File: config.mk
export PLATFORM = sky130hd
export DESIGN_NAME = life_grid_sequencer
export DESIGN_NICKNAME = d
export VERILOG_FILES = /design/src/rtl/life_grid_sequencer.sv
export SDC_FILE = /design/constraint.sdc
export NUM_CORES = 1
export LEC_CHECK = 0
export CAP_MARGIN = 20
export CORE_AREA = 5 5 315 317
export CTS_CLUSTER_SIZE = 12
export DETAILED_ROUTE_END_ITERATION = 10
export DIE_AREA = 0 0 320 322
export DONT_BUFFER_PORTS = 1
export HOLD_SLACK_MARGIN = 0.05
export PLACE_DENSITY_LB_ADDON = 0.05
export RECOVER_POWER = 50
export SLEW_MARGIN = 0
export SYNTH_ARGS = -nofsm -noshare
export SYNTH_HDL_FRONTEND = slang
export SYNTH_SLANG_ARGS = --single-unit
File: constraint.sdc
create_clock -name clk -period 4.18 [get_ports clk]
set_input_delay 0.627 -clock clk [delete_from_list [all_inputs] [get_ports clk]]
set_output_delay 0.627 -clock clk [all_outputs]
set_load 0.02 [all_outputs]
File: src/rtl/life_grid_sequencer.sv
// Game-of-Life sequencer: owns the NxN state register, paces generations every
// STEP_CYCLES clocks, and stops on a still life or when the generation limit is reached.
module life_grid_sequencer #(
    parameter int N           = 16,
    parameter int STEP_CYCLES = 4,
    parameter int GEN_W       = 16
) (
    input  logic               clk,
    input  logic               reset,
    input  logic               load,
    input  logic               start,
    input  logic               pause,
    input  logic [N*N-1:0]     init_state,
    input  logic [GEN_W-1:0]   max_gen,
    input  logic [N*N-1:0]     grid_evolve,
    output logic [N*N-1:0]     grid,
    output logic [GEN_W-1:0]   generation,
    output logic               running,
    output logic               stable,
    output logic               done,
    output logic [1:0]         dbg_state
);

    localparam int CNT_W = (STEP_CYCLES > 1) ? $clog2(STEP_CYCLES) : 1;
    localparam logic [CNT_W-1:0] CNT_LAST = CNT_W'(STEP_CYCLES - 1);

    typedef enum logic [1:0] {
        S_IDLE = 2'd0,
        S_RUN  = 2'd1,
        S_HOLD = 2'd2,
        S_DONE = 2'd3
    } state_t;

    state_t           state_q, state_d;
    logic [N*N-1:0]   grid_q, grid_d;
    logic [GEN_W-1:0] gen_q, gen_d;
    logic [CNT_W-1:0] cnt_q, cnt_d;
    logic             stable_q, stable_d;
    logic             advance;
    logic [GEN_W-1:0] gen_next;

    assign gen_next = (gen_q == {GEN_W{1'b1}}) ? gen_q : gen_q + GEN_W'(1);

    always_ff @(posedge clk) begin
        if (!reset) begin
            state_q  <= S_IDLE;
            grid_q   <= '0;
            gen_q    <= '0;
            cnt_q    <= '0;
            stable_q <= 1'b0;
        end else begin
            state_q  <= state_d;
            grid_q   <= grid_d;
            gen_q    <= gen_d;
            cnt_q    <= cnt_d;
            stable_q <= stable_d;
        end
    end

    always_comb begin
        state_d  = state_q;
        grid_d   = grid_q;
        gen_d    = gen_q;
        cnt_d    = cnt_q;
        stable_d = stable_q;
        advance  = 1'b0;

        case (state_q)
            S_IDLE: begin
                if (load) begin
                    grid_d   = init_state;
                    gen_d    = '0;
                    stable_d = 1'b0;
                end else if (start) begin
                    state_d = S_RUN;
                    cnt_d   = '0;
                end
            end
            S_RUN: begin
                if (pause) state_d = S_HOLD;
                else       advance = 1'b1;
            end
            // The edge that leaves HOLD counts as a normal RUN step.
            S_HOLD: begin
                if (!pause) begin
                    state_d = S_RUN;
                    advance = 1'b1;
                end
            end
            S_DONE: begin
                if (load) begin
                    grid_d   = init_state;
                    gen_d    = '0;
                    stable_d = 1'b0;
                    state_d  = S_IDLE;
                end else if (start) begin
                    gen_d    = '0;
                    stable_d = 1'b0;
                    cnt_d    = '0;
                    state_d  = S_RUN;
                end
            end
            default: state_d = S_IDLE;
        endcase

        if (advance) begin
            if (cnt_q == CNT_LAST) begin
                cnt_d = '0;
                if (grid_evolve == grid_q) begin
                    stable_d = 1'b1;
                    state_d  = S_DONE;
                end else begin
                    grid_d = grid_evolve;
                    gen_d  = gen_next;
                    if ((max_gen != '0) && (gen_next == max_gen)) state_d = S_DONE;
                end
            end else begin
                cnt_d = cnt_q + CNT_W'(1);
            end
        end
    end

    assign grid       = grid_q;
    assign generation = gen_q;
    assign running    = (state_q == S_RUN);
    assign done       = (state_q == S_DONE);
    assign stable     = stable_q;
    assign dbg_state  = state_q;

endmodule

==> results.py, run 1 <==
metrics = {
    "critical_path": {
        "max_stage_delay_ns": 0.61,
        "crit_slowest_cell": "or4_1",
        "r2r-start": "grid[209]",
        "end_kind": "flop",
        "crit_fanout": 41,
        "path_class": "reg -> reg",
        "cp_cell_sequence": "xnor2_1, buf_4, nand4_1, nor4_1, buf_4, nand4_1, or4_1, o21ai_4, buf_12, buf_12, nor2_1, a311oi_1",
        "crit_family": "simple AND/OR/NAND/NOR gates",
        "crit_path_start": "grid[209]",
        "start_kind": "flop",
        "crit_required_ns": 4.66,
        "worstPathBufferInverterCount": 4,
        "arrival_ns": 4.36,
    },
    "finish": {
        "fin_nets": 2578,
        "syn_to_final_growth_pct": 22.8,
        "drive_above_1_share_pct": 9.38,
        "utilization_pct": 19.8,
    },
    "grt": {
        "grt_max_degree": 138,
        "grt_first_pass_wirelength_um": 145000,
        "grt_usage_pct": 20.3,
        "antenna_found_initial": 10,
        "first_global_vias": 15400,
        "grt.overflow.total": 0,
    },
    "power": {
        "total_leakage_power_nw": 6.44,
        "p_switching_mw": 3.10,
        "p_sw_share_pct": 35.8,
        "total_power_mw": 8.65,
        "p_int_mw": 5.55,
        "pwr-share-seq_pct": 39.6,
        "clockPowerShare_pct": 42.2,
        "combPwrFrac_pct": 18.3,
        "power_density_mw_per_mm2": 454,
        "irDropWorstVdd_uv": 226,
    },
    "sta": {
        "finalCriticalPeriod_ns": 3.88,
        "finalSetupViolations": 0,
        "tightestPinTransition_ns": 0.969,
        "grt_setup_unrepaired": "no",
        "drv_slew": 0,
        "setup_slack_ns": 0.301,
        "hold_ws_ns": 0.165,
        "clock.fmax_mhz": 258,
        "timing.setup.tns_ns": 0,
        "final.setup_skew_ns": 0.0214,
        "relSlewSlack_pct": 35.2,
        "hold_viol_final": 0,
        "finalCritPeriodShare_pct": 92.8,
    },
    "placement": {
        "place.gp.congestion": 0.844,
        "portBuffers": 0,
        "place_ws_ns": -0.441,
        "hpwl_um": 91100,
    },
    "synth": {
        "yosysTopAreaCell": "dfxtp_1",
        "post_synth.cell_area_avg_um2": 7.71,
        "ys_seq_area_share_pct": 35.7,
        "syn-instance-count": 2013,
        "syn-cell-area_mm2": 0.0155,
        "synth_top_area_share_pct": 35.7,
        "async_flop_share_pct": 0,
        "synth_common_cells": "nand2_1 (526), nor2_1 (282), dfxtp_1 (277)",
        "synth.most_common_cell": "nand2_1",
        "yosys_most_used_dff": "dfxtp_1",
        "synth_area_leaders": "dfxtp_1 (36%), a311oi_1 (15%), nand2_1 (13%)",
        "synth_edf_count": 0,
        "ys_ff_latch": 277,
        "ys_types": 54,
        "yosys_warnings": 0,
        "synth.net_count": 2552,
    },
    "drt": {
        "via_per_inst": 4.62,
        "routedWlPerCell_um": 33.1,
        "drt_iter0_drc": 1049,
        "wl_um": 111000,
        "drc": 0,
        "vias": 15500,
        "ant_nets": 0,
        "drt_first_pass_iters": 4,
    },
    "clock_tree": {
        "cts.sinks": 277,
        "cts_tree": "built",
        "post_cts_buffers": 0,
        "insertion_delay_ns": 0.59,
        "hold_buffers": 0,
        "htree_levels": 2,
        "clock_path_buffers": 3,
        "clkTransAtPathRegs_ns": 0.06,
        "cts-root-buf": "clkbuf_16",
        "cts_buffers": 42,
    },
    "floorplan": {
        "die-area_mm2": 0.103,
        "die_h_um": 322,
        "coreArea_mm2": 0.0960,
        "row_count": 114,
        "ioPinCount": 810,
        "die_x_um": 320,
        "start_util_pct": 16.2,
    },
    "status": {
        "outcome": "finished, final reports clean",
    },
    "worst_hold_path": {
        "hold_path.class": "in -> reg",
        "hp-start": "reset",
    },
    "run": {
        "drv_cap": 0,
    },
}
-- placed cells by master (no fill, tap or decap), drive strengths merged, types with 3 or more instances in the layout --
master | synthesis | routed
nor2b | 7 | 7
dfxtp | 277 | 277
xor2 | 77 | 77
o22ai | 5 | 5
or4 | 5 | 5
a211o | 3 | 3
a311oi | 260 | 260
diode | 0 | 4
and2 | 4 | 4
nand2 | 526 | 526
inv | 13 | 15
a21oi | 10 | 10
xnor2 | 190 | 190
nor3 | 8 | 8
ha | 6 | 6
clkinv | 1 | 4
mux2i | 4 | 4
o21ai | 10 | 10
nand4 | 60 | 60
nor4 | 40 | 40
a31oi | 9 | 9
nand2b | 5 | 5
nand3 | 11 | 11
a21o | 3 | 3
clkbuf | 92 | 91
and3 | 10 | 10
nor2 | 282 | 282
o211ai | 3 | 3
buf | 65 | 113
o21a | 5 | 5
-- worst reg2reg max path, cell delays in order (launching register included) --
cell and delay, ns:
dfxtp_1 0.55, xnor2_1 0.23, buf_4 0.20, nand4_1 0.28, nor4_1 0.48, buf_4 0.20
nand4_1 0.08, or4_1 0.61, o21ai_4 0.24, buf_12 0.23, buf_12 0.31, nor2_1 0.09
a311oi_1 0.26
-- path summary, 6_finish.rpt --
| check | endpoint | slack (ns) | cells past startpoint |
|---|---|---|---|
| min reg2reg | cnt_q[1] | 0.52 | 2 |
| max | grid[25] | 0.30 | 12 |
| max reg2reg | grid[25] | 0.30 | 12 |
| min | generation[2] | 0.16 | 1 |
-- timing repair --
item / 4_1_cts / 5_1_grt
endpoints found under the setup margin: 269 / 156
resized for setup: 3 / 4
pin swaps: 0 / 1
-- power groups by stage --
stage | combinational, mW | clock [mW] | sequential (mW)
2_1_floorplan | 0.821 | 0 | 3.35
6_report | 1.58 | 3.65 | 3.42
3_5_place_dp | 1.65 | 0 | 3.50
4_1_cts | 1.66 | 3.82 | 3.44
3_3_place_gp | 1.64 | 0 | 3.49
5_1_grt | 1.73 | 3.89 | 3.46
-- flip-flops by register name, summed over array words and instances (netlist names) --
register	count
generation	16
dbg_state	2
grid	256
stable	1
cnt_q	2
-- per-stage QoR --
step                std cells  area [um2]
CTS                      3344       19100
global placement         3271       17700
floorplan                2013       15500
global route             3345       19000
finish                   3348       19000
detailed placement       3271       17700
-- per-layer routing --
metal,share of wire (%),global-route usage [%],wire length [um],up-vias
li1,-,-,-,7153
met5,0.028,0,31,-
met3,9.1,7.70,10100,85
met4,1.5,3.43,1630,6
met2,50,36.5,55800,642
met1,39,23.3,43200,7582
-- area by class of cell --
class | count | area [um2]
Clock buffer | 65 | 1250
Inverter | 14 | 60.1
Sequential cell | 277 | 5550
Tap cell | 1276 | 1600
Clock inverter | 8 | 96.3
Fill cell | 10700 | 76900
Antenna cell | 4 | 10.0
Timing Repair Buffer | 139 | 1200
Multi-Input combinational cell | 1565 | 9290
-- cells by family (layout without fill, tap and decap cells) --
kind of cell             Yosys count  count (layout)  share of synthesized area, %
AND/OR/NAND/NOR                  965             965                          26.2
AO/OA/AOI/OAI                    323             323                          17.4
flip-flops                       277             277                          35.7
XOR/XNOR                         267             267                          15.1
buffers and inverters            171             226                          4.78
adder cells (fa/ha/maj)            6               6                         0.484
multiplexers                       4               4                         0.258
other                              0               4                             0
Note: power is estimated with default switching activity, not from simulation.
==> inputs of run 2 (changes only) <==
--- a/config.mk
+++ b/config.mk
@@ -7,7 +7,8 @@
 export LEC_CHECK = 0
+export ABC_AREA = 1
 export CAP_MARGIN = 20
-export CORE_AREA = 5 5 315 317
+export CORE_AREA = 5 5 312 314
 export CTS_CLUSTER_SIZE = 12
 export DETAILED_ROUTE_END_ITERATION = 10
-export DIE_AREA = 0 0 320 322
+export DIE_AREA = 0 0 317 319
 export DONT_BUFFER_PORTS = 1
--- a/constraint.sdc
+++ b/constraint.sdc
@@ -3,2 +3,2 @@
 set_output_delay 0.627 -clock clk [all_outputs]
-set_load 0.02 [all_outputs]
+set_load 0.1 [all_outputs]
==> run 2 against run 1 <==
  * The flow now finishes with violations (capacitance limit, slew limit)
  * Via count is 2.0% higher
  * Sequential cell count unchanged
  * Total power is 10% higher
  * Fmax grew 4.7%
  * Final cell count increased by 17%
  * Non-clock buffer count rose by 156
  * Sequential power is 15% lower
  * Sequential share of layout area is 2.7 points lower
  * Hold slack improved by 0.024 ns
  * Design area increased by 10%
  * Global-route usage is 5.1 points lower
  * Highest routed layer unchanged
  * Wire length decreased by 27%
==> results.py, run 2 <==
metrics = {
    "status": {
        "outcome": "finished with violations",
        "violations": "capacitance limit, slew limit",
    },
    "clock_tree": {
        "post_cts_resized": 0,
        "htree_levels": 2,
        "cts_tree": "built",
        "post_cts_buffers": 0,
        "cts_buffers": 43,
        "clkTransAtPathRegs_ns": 0.05,
        "cts-root-buf": "clkbuf_16",
        "insertion_delay_ns": 0.57,
        "cts.sinks": 277,
        "clock_path_buffers": 3,
        "hold_buffers": 0,
    },
    "synth": {
        "ys_seq_area_share_pct": 32.5,
        "synth.net_count": 2941,
        "synth_common_cells": "nand2_1 (677), nor2_1 (626), dfxtp_1 (277)",
        "async_flop_share_pct": 0,
        "synth.most_common_cell": "nand2_1",
        "yosysTopAreaCell": "dfxtp_1",
        "ys_types": 27,
        "syn-cell-area_mm2": 0.0170,
        "post_synth.cell_area_avg_um2": 7.09,
        "yosys_most_used_dff": "dfxtp_1",
        "synth_edf_count": 0,
        "ys_ff_latch": 277,
        "synth_area_leaders": "dfxtp_1 (33%), mux2i_1 (15%), nand2_1 (15%)",
        "synth_top_area_share_pct": 32.5,
        "yosys_warnings": 0,
        "syn-instance-count": 2402,
    },
    "finish": {
        "fin_nets": 3159,
        "syn_to_final_growth_pct": 23.2,
        "final_cell_area_mm2": 0.0210,
        "utilization_pct": 22.3,
        "layout.cells.non_filler": 3920,
        "final_cell_mix": "nand2_1 (675), nor2_1 (626), dfxtp_1 (277), mux2i_1 (254), xnor2_1 (246)",
        "mostFrequentLayoutCell": "nand2_1",
        "seqCellArea_mm2": 0.00555,
        "multi_input_area_mm2": 0.0106,
        "largest_reg_flops": 256,
        "fillers": 10700,
        "drive_above_1_share_pct": 6.61,
    },
    "floorplan": {
        "row_count": 113,
        "start_util_pct": 18.1,
        "coreArea_mm2": 0.0943,
        "die-area_mm2": 0.101,
        "ioPinCount": 810,
        "die_x_um": 317,
        "die_h_um": 319,
    },
    "grt": {
        "grt_first_pass_wirelength_um": 114000,
        "grt_max_degree": 277,
        "antenna_found_initial": 7,
        "grt.overflow.total": 0,
        "first_global_vias": 16000,
        "grt_usage_pct": 15.2,
    },
    "drt": {
        "via_per_inst": 4.03,
        "vias": 15800,
        "drt_first_pass_iters": 5,
        "routedWlPerCell_um": 20.7,
        "drt_iter0_drc": 590,
        "ant_nets": 0,
        "drc": 0,
        "wl_um": 81300,
    },
    "sta": {
        "finalCriticalPeriod_ns": 3.70,
        "finalCritPeriodShare_pct": 88.6,
        "clock.fmax_mhz": 270,
        "hold_viol_final": 0,
        "finalSetupViolations": 0,
        "grt_setup_unrepaired": "no",
        "tightestPinTransition_ns": 1.57,
        "drv_slew": 26,
        "hold_ws_ns": 0.189,
        "timing.setup.tns_ns": 0,
        "setup_slack_ns": 0.475,
        "relSlewSlack_pct": -4.35,
        "final.setup_skew_ns": 0.0136,
    },
    "critical_path": {
        "cp_cell_sequence": "clkbuf_1, xnor2_1, nand4_1, nor2_1, nand2_1, nor2_1, nand2_1, nor2_2, nand2_1, nand2_4, buf_12, buf_4, nand2_1, nand2_1, nor2_1",
        "crit_slowest_cell": "clkbuf_1",
        "worstPathBufferInverterCount": 3,
        "arrival_ns": 4.16,
        "crit_family": "buffers and inverters",
        "path_class": "reg -> reg",
        "crit_required_ns": 4.64,
        "crit_top_cell": "nand2_1",
        "start_kind": "flop",
        "end_kind": "flop",
        "crit_fanout": 32,
        "max_stage_delay_ns": 0.99,
    },
    "worst_hold_path": {
        "hold_path.class": "in -> reg",
    },
    "placement": {
        "hpwl_um": 63900,
        "portBuffers": 0,
        "place_area_mm2": 0.0203,
        "place.gp.congestion": 0.813,
        "place_ws_ns": 0.439,
        "placedCellCount": 3838,
    },
    "run": {
        "drv_cap": 7,
    },
    "power": {
        "total_leakage_power_nw": 10.3,
        "p_sw_share_pct": 39.2,
        "p_int_mw": 5.78,
        "combPwrFrac_pct": 31.4,
        "clockPowerShare_pct": 38.1,
        "p_switching_mw": 3.73,
        "power_density_mw_per_mm2": 453,
        "total_power_mw": 9.51,
        "pwr-share-seq_pct": 30.5,
        "irDropWorstVdd_uv": 220,
    },
}
[run 2: changes by cell type after synthesis, moves of 31 or more]
cell | before | now
nor4_1 | 38 | 0
xor2_1 | 77 | 11
mux2i_1 | 4 | 254
buf_2 | 59 | 19
nand2_1 | 526 | 677
buf_6 | 1 | 32
a311oi_1 | 260 | 0
xnor2_1 | 190 | 246
clkbuf_1 | 92 | 30
inv_1 | 13 | 46
nor2_1 | 282 | 626
[run 2: logic make-up (layout without fill, tap and decap cells)]
group,after synthesis,count (layout),share of synthesized area (%)
xor+xnor,257,257,13.2
other cells,0,6,0
fa+ha+maj,6,6,0.441
compound gates,25,25,0.852
mux,254,254,14.9
flops,277,277,32.5
buf+inv,168,415,5.49
simple gates,1415,1415,32.5
[run 2: final timing paths]
kind | to | cells past startpoint | startpoint | slack (ns)
max | grid[112] | 15 | grid[108] | 0.48
min | grid[145] | 2 | reset | 0.19
max reg2reg | grid[112] | 15 | grid[108] | 0.48
min reg2reg | cnt_q[1] | 2 | cnt_q[1] | 0.47
[run 2: per-layer routing]
layer	global-route usage, %	wire length, um	up-vias
met3	7.40	9580	118
met1	15.3	28400	7050
li1	-	-	8032
met2	27.4	40700	574
met5	0	23	-
met4	4.80	2560	4
[run 2: power groups by stage]
stage	clock network (mW)	logic [mW]	registers [mW]
2_1_floorplan	0	1.00	4.46
3_3_place_gp	0	3.12	2.96
3_5_place_dp	0	3.13	2.96
4_1_cts	3.84	3.14	2.90
5_1_grt	3.91	3.18	2.92
6_report	3.62	2.99	2.90
[run 2: final cells by class]
| cell class | count | share of cell area (%) |
|---|---|---|
| well taps | 1265 | 7.54 |
| clock inverters | 7 | 0.417 |
| inverters | 46 | 0.822 |
| repair buffers | 295 | 8.26 |
| flip-flops and latches | 277 | 26.4 |
| multi-input cells | 1957 | 50.3 |
| clock buffers | 67 | 6.14 |
| diodes | 6 | 0.0715 |
==> inputs of run 3 (changes only) <==
- PLACE_DENSITY_LB_ADDON: 0.05 -> unset
==> run 3 against run 2 <==
  * Fmax shrank 1.9%
  * Count of clock-buffer cells in the layout shrank 18
  * Largest power group unchanged
  * The run still ends with capacitance limit, slew limit left
  * Highest routed layer unchanged
  * Critical endpoint is now grid[70]
  * Final cell count shrank 0.18%
  * Setup slack lost 0.071 ns
  * Critical path depth is the same
==> results.py, run 3 (synthesized netlist as in run 2, its figures left out) <==
metrics = {
    "grt": {
        "grt_max_degree": 277,
        "grt_first_pass_wirelength_um": 99000,
        "busiest_layer": "met2",
        "grt.overflow.total": 0,
        "met2_usage_pct": 22.0,
        "use_met1_pct": 14.4,
        "first_global_vias": 15100,
        "use_met3_pct": 4.65,
        "antenna_found_initial": 6,
        "grt_usage_pct": 12.8,
    },
    "finish": {
        "syn_to_final_growth_pct": 20.8,
        "drive_above_1_share_pct": 4.84,
        "largest_reg_flops": 256,
        "mostFrequentLayoutCell": "nand2_1",
        "final_cell_mix": "nand2_1 (675), nor2_1 (626), dfxtp_1 (277), mux2i_1 (254), xnor2_1 (246)",
        "fin_nets": 3165,
        "utilization_pct": 21.8,
        "layout.cells.non_filler": 3913,
    },
    "critical_path": {
        "path_class": "reg -> reg",
        "end_kind": "flop",
        "reg2reg_slack_ns": 0.40,
        "r2r_cells": 15,
        "start_kind": "flop",
        "r2r-start": "grid[235]",
        "reg2reg_to": "grid[70]",
        "crit_required_ns": 4.62,
        "arrival_ns": 4.22,
        "crit_fanout": 99,
    },
    "placement": {
        "hpwl_um": 55300,
        "portBuffers": 0,
        "place.gp.congestion": 0.946,
        "placedCellCount": 3853,
    },
    "sta": {
        "clock.fmax_mhz": 265,
        "finalCriticalPeriod_ns": 3.78,
        "finalSetupViolations": 0,
        "drv_slew": 17,
        "final.setup_skew_ns": 0.0170,
        "finalCritPeriodShare_pct": 90.3,
        "relSlewSlack_pct": -2.67,
        "grt_setup_unrepaired": "no",
        "tightestPinTransition_ns": 1.54,
        "hold_viol_final": 0,
        "timing.setup.tns_ns": 0,
    },
    "clock_tree": {
        "clock_path_buffers": 3,
        "post_cts_buffers": 0,
        "cts.sinks": 277,
        "post_cts_resized": 0,
        "insertion_delay_ns": 0.56,
        "htree_levels": 2,
        "hold_buffers": 0,
        "clkTransAtPathRegs_ns": 0.06,
        "cts_buffers": 36,
        "cts_tree": "built",
        "cts-root-buf": "clkbuf_16",
    },
    "floorplan": {
        "start_util_pct": 18.1,
        "row_count": 113,
        "coreArea_mm2": 0.0943,
        "die_h_um": 319,
        "die-area_mm2": 0.101,
        "ioPinCount": 810,
        "die_x_um": 317,
    },
    "worst_hold_path": {
        "hold_path.class": "in -> reg",
        "min_path_cells": 2,
        "hp-start": "grid_evolve[229]",
        "whs_endpoint": "grid[229]",
    },
    "status": {
        "violations": "capacitance limit, slew limit",
        "outcome": "finished with violations",
    },
    "drt": {
        "drc": 0,
        "drt_iter0_drc": 1012,
        "wl_um": 69200,
        "vias": 16100,
        "via_per_inst": 4.11,
        "drt_first_pass_iters": 5,
        "routedWlPerCell_um": 17.7,
        "ant_nets": 0,
    },
    "power": {
        "irDropWorstVdd_uv": 276,
        "power_density_mw_per_mm2": 434,
        "total_leakage_power_nw": 9.95,
    },
    "run": {
        "drv_cap": 3,
    },
}
[run 3: worst max path at each step]
stage	startpoint	to	slack (ns)
5_1_grt	grid[227]	grid[86]	0.1
3_3_place_gp	grid_evolve[178]	grid[82]	0.35
3_5_place_dp	grid_evolve[178]	grid[70]	0.35
2_1_floorplan	dbg_state[0]	generation[14]	0.99
4_1_cts	grid[1]	grid[70]	0.41
6_report	grid[235]	grid[70]	0.40
[run 3: worst max-delay path, stage by stage, from the launching register on]
cell and delay (ns):
dfxtp_1 0.30, clkbuf_1 0.94, xnor2_1 0.21, nand4_1 0.13, nor2_1 0.28, nand2_1 0.15, nor2_1 0.15, nand2_1 0.19
nor2_2 0.15, nand2_1 0.13, nand2_4 0.12, buf_12 0.18, buf_12 0.31, nand2_1 0.11, nand2_1 0.09, nor2_1 0.05
[run 3: report_power, final]
part / switching, mW / leakage (nW) / total [mW] / internal (mW)
clock network: 1.23 / 0.553 / 3.09 / 1.86
registers: 0.0743 / 2.28 / 2.91 / 2.84
logic: 2.23 / 7.12 / 2.93 / 0.693
total: 3.54 / 9.95 / 8.93 / 5.39
[run 3: metal layers]
layer / vias up / wire, um
met2: 711 / 33100
li1: 8025 / -
met5: - / 12
met4: 2 / 2980
met1: 7220 / 26200
met3: 127 / 6930
[run 3: final cells by class]
cell class,instances,area [um2]
Timing Repair Buffer,308,1570
Clock buffer,49,1010
Antenna cell,3,7.51
Tap cell,1265,1580
Sequential cell,277,5550
Inverter,46,173
Multi-Input combinational cell,1957,10600
Clock inverter,8,121
Fill cell,10800,73700
[run 3: through the flow]
stage | total power, mW | cell area [um2] | hold WS, ns | setup WS, ns
6_report | 8.93 | 20600 | 0.203 | 0.405
4_1_cts | 9.26 | 21400 | 0.132 | 0.407
3_3_place_gp | 6.02 | 20300 | 0.447 | 0.353
5_1_grt | 9.36 | 20600 | 0.154 | 0.0969
3_5_place_dp | 6.05 | 20300 | 0.459 | 0.345
2_1_floorplan | 5.46 | 17000 | 0.429 | 0.995
